==> src/rtl/gpio_port.sv <==
`default_nettype none
// ============================================================================
// Module      : gpio_port
// Description : Memory-mapped GPIO port with direction, synchronised inputs,
//               set/clear/toggle writes and edge interrupts (W1C status).
// Revision    : 1.0
// ============================================================================
module gpio_port #(
  parameter int          WIDTH       = 8,
  parameter int          SYNC_STAGES = 2,
  parameter logic [31:0] RESET_OUT   = 32'h0
) (
  input  logic             clk,
  input  logic             reset,
  input  logic             cs,
  input  logic             wr,
  input  logic             rd,
  input  logic [7:0]       addr,
  input  logic [31:0]      wdata,
  input  logic [3:0]       wmask,
  output logic [31:0]      rdata,
  input  logic [WIDTH-1:0] gpio_in,
  output logic [WIDTH-1:0] gpio_out,
  output logic [WIDTH-1:0] gpio_oe,
  output logic             irq
);

  localparam int               C_CNT_W   = $clog2(SYNC_STAGES + 2);
  localparam logic [C_CNT_W-1:0] C_CNT_MAX = C_CNT_W'(SYNC_STAGES + 1);

  localparam logic [3:0] C_IDX_DOUT   = 4'd0;
  localparam logic [3:0] C_IDX_DIR    = 4'd1;
  localparam logic [3:0] C_IDX_DIN    = 4'd2;
  localparam logic [3:0] C_IDX_SET    = 4'd3;
  localparam logic [3:0] C_IDX_CLR    = 4'd4;
  localparam logic [3:0] C_IDX_TGL    = 4'd5;
  localparam logic [3:0] C_IDX_IERISE = 4'd6;
  localparam logic [3:0] C_IDX_IEFALL = 4'd7;
  localparam logic [3:0] C_IDX_STATUS = 4'd8;

  logic [WIDTH-1:0]   r_data_out;
  logic [WIDTH-1:0]   r_dir;
  logic [WIDTH-1:0]   r_ie_rise;
  logic [WIDTH-1:0]   r_ie_fall;
  logic [WIDTH-1:0]   r_status;
  logic [WIDTH-1:0]   r_sync [SYNC_STAGES];
  logic [WIDTH-1:0]   r_prev;
  logic [C_CNT_W-1:0] r_cnt;
  logic [31:0]        r_rdata;
  logic               r_irq;

  logic [3:0]       w_idx;
  logic             w_we;
  logic [31:0]      w_bmask;
  logic [31:0]      w_wm;
  logic [WIDTH-1:0] w_bm;
  logic [WIDTH-1:0] w_wd;
  logic [WIDTH-1:0] w_sync_in;
  logic             w_settled;
  logic [WIDTH-1:0] w_events;
  logic [WIDTH-1:0] w_w1c;
  logic [WIDTH-1:0] w_dout_nxt;
  logic [31:0]      w_rd;
  logic             w_unused;

  assign w_idx     = addr[5:2];
  assign w_we      = cs & wr;
  assign w_bmask   = {{8{wmask[3]}}, {8{wmask[2]}}, {8{wmask[1]}}, {8{wmask[0]}}};
  assign w_wm      = wdata & w_bmask;
  assign w_bm      = w_bmask[WIDTH-1:0];
  assign w_wd      = w_wm[WIDTH-1:0];
  assign w_sync_in = r_sync[SYNC_STAGES-1];
  assign w_settled = (r_cnt == C_CNT_MAX);
  assign w_unused  = ^{addr[7:6], addr[1:0], wdata, w_wm, w_bmask};

  // Edges are ignored until the synchroniser and prev stage hold real pin data.
  assign w_events = w_settled ?
                    ((w_sync_in & ~r_prev & r_ie_rise) | (~w_sync_in & r_prev & r_ie_fall)) :
                    '0;
  assign w_w1c    = (w_we && w_idx == C_IDX_STATUS) ? w_wd : '0;

  always_comb begin
    w_dout_nxt = r_data_out;
    if (w_we) begin
      case (w_idx)
        C_IDX_DOUT: w_dout_nxt = (r_data_out & ~w_bm) | w_wd;
        C_IDX_SET:  w_dout_nxt = r_data_out | w_wd;
        C_IDX_CLR:  w_dout_nxt = r_data_out & ~w_wd;
        C_IDX_TGL:  w_dout_nxt = r_data_out ^ w_wd;
        default:    w_dout_nxt = r_data_out;
      endcase
    end
  end

  always_comb begin
    w_rd = '0;
    case (w_idx)
      C_IDX_DOUT:   w_rd[WIDTH-1:0] = r_data_out;
      C_IDX_DIR:    w_rd[WIDTH-1:0] = r_dir;
      C_IDX_DIN:    w_rd[WIDTH-1:0] = w_sync_in;
      C_IDX_IERISE: w_rd[WIDTH-1:0] = r_ie_rise;
      C_IDX_IEFALL: w_rd[WIDTH-1:0] = r_ie_fall;
      C_IDX_STATUS: w_rd[WIDTH-1:0] = r_status;
      default:      w_rd = '0;
    endcase
  end

  always_ff @(posedge clk) begin
    if (reset) begin
      for (int i = 0; i < SYNC_STAGES; i++) r_sync[i] <= '0;
      r_prev <= '0;
      r_cnt  <= '0;
    end else begin
      r_sync[0] <= gpio_in;
      for (int i = 1; i < SYNC_STAGES; i++) r_sync[i] <= r_sync[i-1];
      r_prev <= w_sync_in;
      if (!w_settled) r_cnt <= r_cnt + C_CNT_W'(1);
    end
  end

  always_ff @(posedge clk) begin
    if (reset) begin
      r_data_out <= RESET_OUT[WIDTH-1:0];
      r_dir      <= '0;
      r_ie_rise  <= '0;
      r_ie_fall  <= '0;
      r_status   <= '0;
      r_rdata    <= '0;
      r_irq      <= 1'b0;
    end else begin
      r_data_out <= w_dout_nxt;
      if (w_we && w_idx == C_IDX_DIR)    r_dir     <= (r_dir & ~w_bm) | w_wd;
      if (w_we && w_idx == C_IDX_IERISE) r_ie_rise <= (r_ie_rise & ~w_bm) | w_wd;
      if (w_we && w_idx == C_IDX_IEFALL) r_ie_fall <= (r_ie_fall & ~w_bm) | w_wd;
      r_status <= (r_status & ~w_w1c) | w_events;
      if (cs && rd) r_rdata <= w_rd;
      r_irq <= |r_status;
    end
  end

  assign rdata    = r_rdata;
  assign gpio_out = r_data_out;
  assign gpio_oe  = r_dir;
  assign irq      = r_irq;

endmodule
`default_nettype wire

==> config.mk <==
export PLATFORM = sky130hd
export DESIGN_NAME = gpio_port
export DESIGN_NICKNAME = d
export VERILOG_FILES = /design/src/rtl/gpio_port.sv
export SDC_FILE = /design/constraint.sdc
export NUM_CORES = 1
export LEC_CHECK = 0
export ABC_AREA = 1
export CAP_MARGIN = 20
export CORE_MARGIN = 5
export CORE_UTILIZATION = 40
export CTS_BUF_LIST = sky130_fd_sc_hd__clkbuf_2 sky130_fd_sc_hd__clkbuf_4 sky130_fd_sc_hd__clkbuf_8
export DETAILED_ROUTE_END_ITERATION = 7
export PLACE_DENSITY_LB_ADDON = 0.12
export RECOVER_POWER = 50
export SYNTH_ARGS = -nofsm -noshare
export SYNTH_HDL_FRONTEND = slang
export SYNTH_SLANG_ARGS = --single-unit
==> constraint.sdc <==
create_clock -name clk -period 1.58 [get_ports clk]
set_input_delay 0.158 -clock clk [delete_from_list [all_inputs] [get_ports clk]]
set_output_delay 0.158 -clock clk [all_outputs]
set_load 0.02 [all_outputs]
==> summary.txt <==
Avg Inst Size Synth: 7.02 µm²
Tcrit/Tclk final: 96.4%
Commonest cells post-synth: nand2_1 (98), dfxtp_1 (75), nor2_1 (71)
cts repair resizes: 5
synth warn: 0
VDD IR max: 0.533 mV
Critical Path RT: 1420 ps
Die W: 107 µm
routed length per instance: 13.8 µm
mapped cell area: 0.00377 mm²
post-synth top area cell: dfxtp_1
Worst Skew: 7.50 ps
cell with the most instances after synthesis: nand2_1
Die Height: 107 µm
main flop type after synthesis: dfxtp_1
leakage power total: 2.05 nW
status: finished, final reports clean
share of flip-flops with an asynchronous set or reset: 0%
Setup Fix Bufs, Post-CTS: 0
H-tree levels: 3
Post-synth EDFFs: 0
critical path arrival: 1360 ps
initial antenna violation count: 0
worst-path maximum fanout: 3
buffers added on ports: 50
worst hold path type: input port to flop
Final nets: 688
CP Launch Type: flop
Finished Cell Area: 0.00474 mm²
fin. max-slew vios: 0
pre-CTS setup slack: -133 ps
final setup violation count: 0
Mapped Cells: 537
Rel. slew slack: 54.2%
core area: 0.00920 mm²
row count: 35
crit-path max cell delay: 630 ps
Total Wirelength: 10200 µm
Ant. Diodes: 0
measured slew at the worst slew-check pin: 687 ps
Critical Setup Path Class: flop to output pin
vias in the first global route: 3402
via count: 3587
Cell Pwr Density: 889 mW/mm²
Final ANT Viol Nets: 0
I/O pins: 106
vias per std cell: 4.87
Starting DRT DRC Count: 117
drt drc: 0
ranking of synthesized cells by area: dfxtp_1 (40%), nand2_1 (9.8%), nor2_1 (7.1%)
sequential share of the synthesized area: 39.9%
Starting Density: 41.0%
dpl hpwl: 7670 µm
maximum capacitance violations: 0
Crit path max-delay family: buffers and inverters
final hold vios: 0
Core Util, Final: 51.6%
cells along the critical path: clkdlybuf4s50_1
CTS tree: yes
layout cell share with drive strength beyond 1: 12.9%
Pre-Repair DR Iteration Count: 4
All-Layer GR Usage: 18.2%
Die ar.: 0.0115 mm²
clock slew at reported path FFs: 80 ps
fin worst setup slack: 57.3 ps
total gr overflow: 0
count of clock tree sinks: 75
CTS Buffer Depth: 2
Clock Latency Late Sink: 360 ps
DP Area: 0.00458 mm²
Yosys cell types: 28
largest net degree at the start of global routing: 34
Area Growth Syn to Fin: 25.9%
CTS buffer count: 9
Yosys reg bits: 75
CTS Root Cell: clkbuf_8
first-pass GRT wire length: 16400 µm
Synth top area share: 39.9%
Critical path buffers and inverters: 1
gpl congestion: 0.853
Slowest-stage cell, CP: clkdlybuf4s50_1
RSZ-0062 raised after global routing: false
cts hold-fix bufs: 0
Max Clk Rate: 657 MHz
Final Critical Period: 1520 ps
CP Capture Type: output pin
cell usage in the layout, fill, tap and decap left out, drive strengths merged:
master           n
nand2          102
nor2            80
dfxtp           75
inv             68
a21oi           44
nand3           44
buf             42
clkdlybuf4s50   39
o21ai           38
conb            24
clkbuf          17
ha               9
nand3b           8
o31ai            8
nand4            8
dlygate4sd2      5
clkinv           4
o211ai           3
dlygate4sd3      3
nor4             2
bufinv           2
nor3             1
layout make-up:
cell class	count	area [µm²]
Timing Repair Buffer	97	843
Clock buffer	9	124
Tap cell	111	139
Clock inverter	6	91.3
Inverter	68	255
Sequential cell	75	1500
Fill cell	949	4450
Multi-Input combinational cell	371	1790
worst reg2reg max path, cell delays in order, from the launching register on:
cell      delay (ps)
dfxtp_1          350
ha_1             280
clkbuf_1         300
nand2_1           90
a21oi_1          140
path summary, 6_finish.rpt:
| check | slack, ps | from | depth (start not counted) | end |
|---|---|---|---|---|
| setup / recovery | 60 | flop | 1 | gpio_oe[3] |
| hold / removal | 300 | gpio_in[6] | 3 | r_sync[0][6]$_SDFF_PP0_ |
| setup reg to reg | 340 | r_cnt[0]$_SDFFE_PP0N_ | 4 | r_status[7]$_SDFF_PP0_ |
| hold reg to reg | 400 | r_sync[0][0]$_SDFF_PP0_ | 2 | r_sync[0][8]$_SDFF_PP0_ |
power breakdown:
part	total, mW	internal [mW]	switching [mW]
logic	0.569	0.228	0.341
registers	1.99	1.95	0.0377
clock network	1.66	0.886	0.777
total	4.22	3.06	1.16
routing by layer:
metal	track usage (%)	share of wire (%)	vias up
li1	-	-	1840
met1	23.1	47	1643
met2	30.1	46	87
met3	3.55	4.9	17
met4	7.40	2.3	0
met5	0	0	-
kinds of logic after synthesis:
family                   Yosys count  synth area share [%]
AO/OA/AOI/OAI                     93                  13.2
buffers and inverters            114                  14.7
AND/OR/NAND/NOR                  245                  29.2
flip-flops                        75                  39.9
adder cells (fa/ha/maj)            9                  2.99
other                              1                0.0995
per-stage QoR:
stage | hold slack, ps | setup TNS, ps | instances | power, mW
after floorplan | 265 | 0 | 560 | 2.38
after global placement | 389 | -2660 | 722 | 2.61
after detailed placement | 395 | -3670 | 722 | 2.61
after CTS | 298 | 0 | 737 | 4.25
after global routing | 306 | 0 | 737 | 4.39
final | 304 | 0 | 737 | 4.22
No activity file was read; power rests on OpenSTA's default activity.
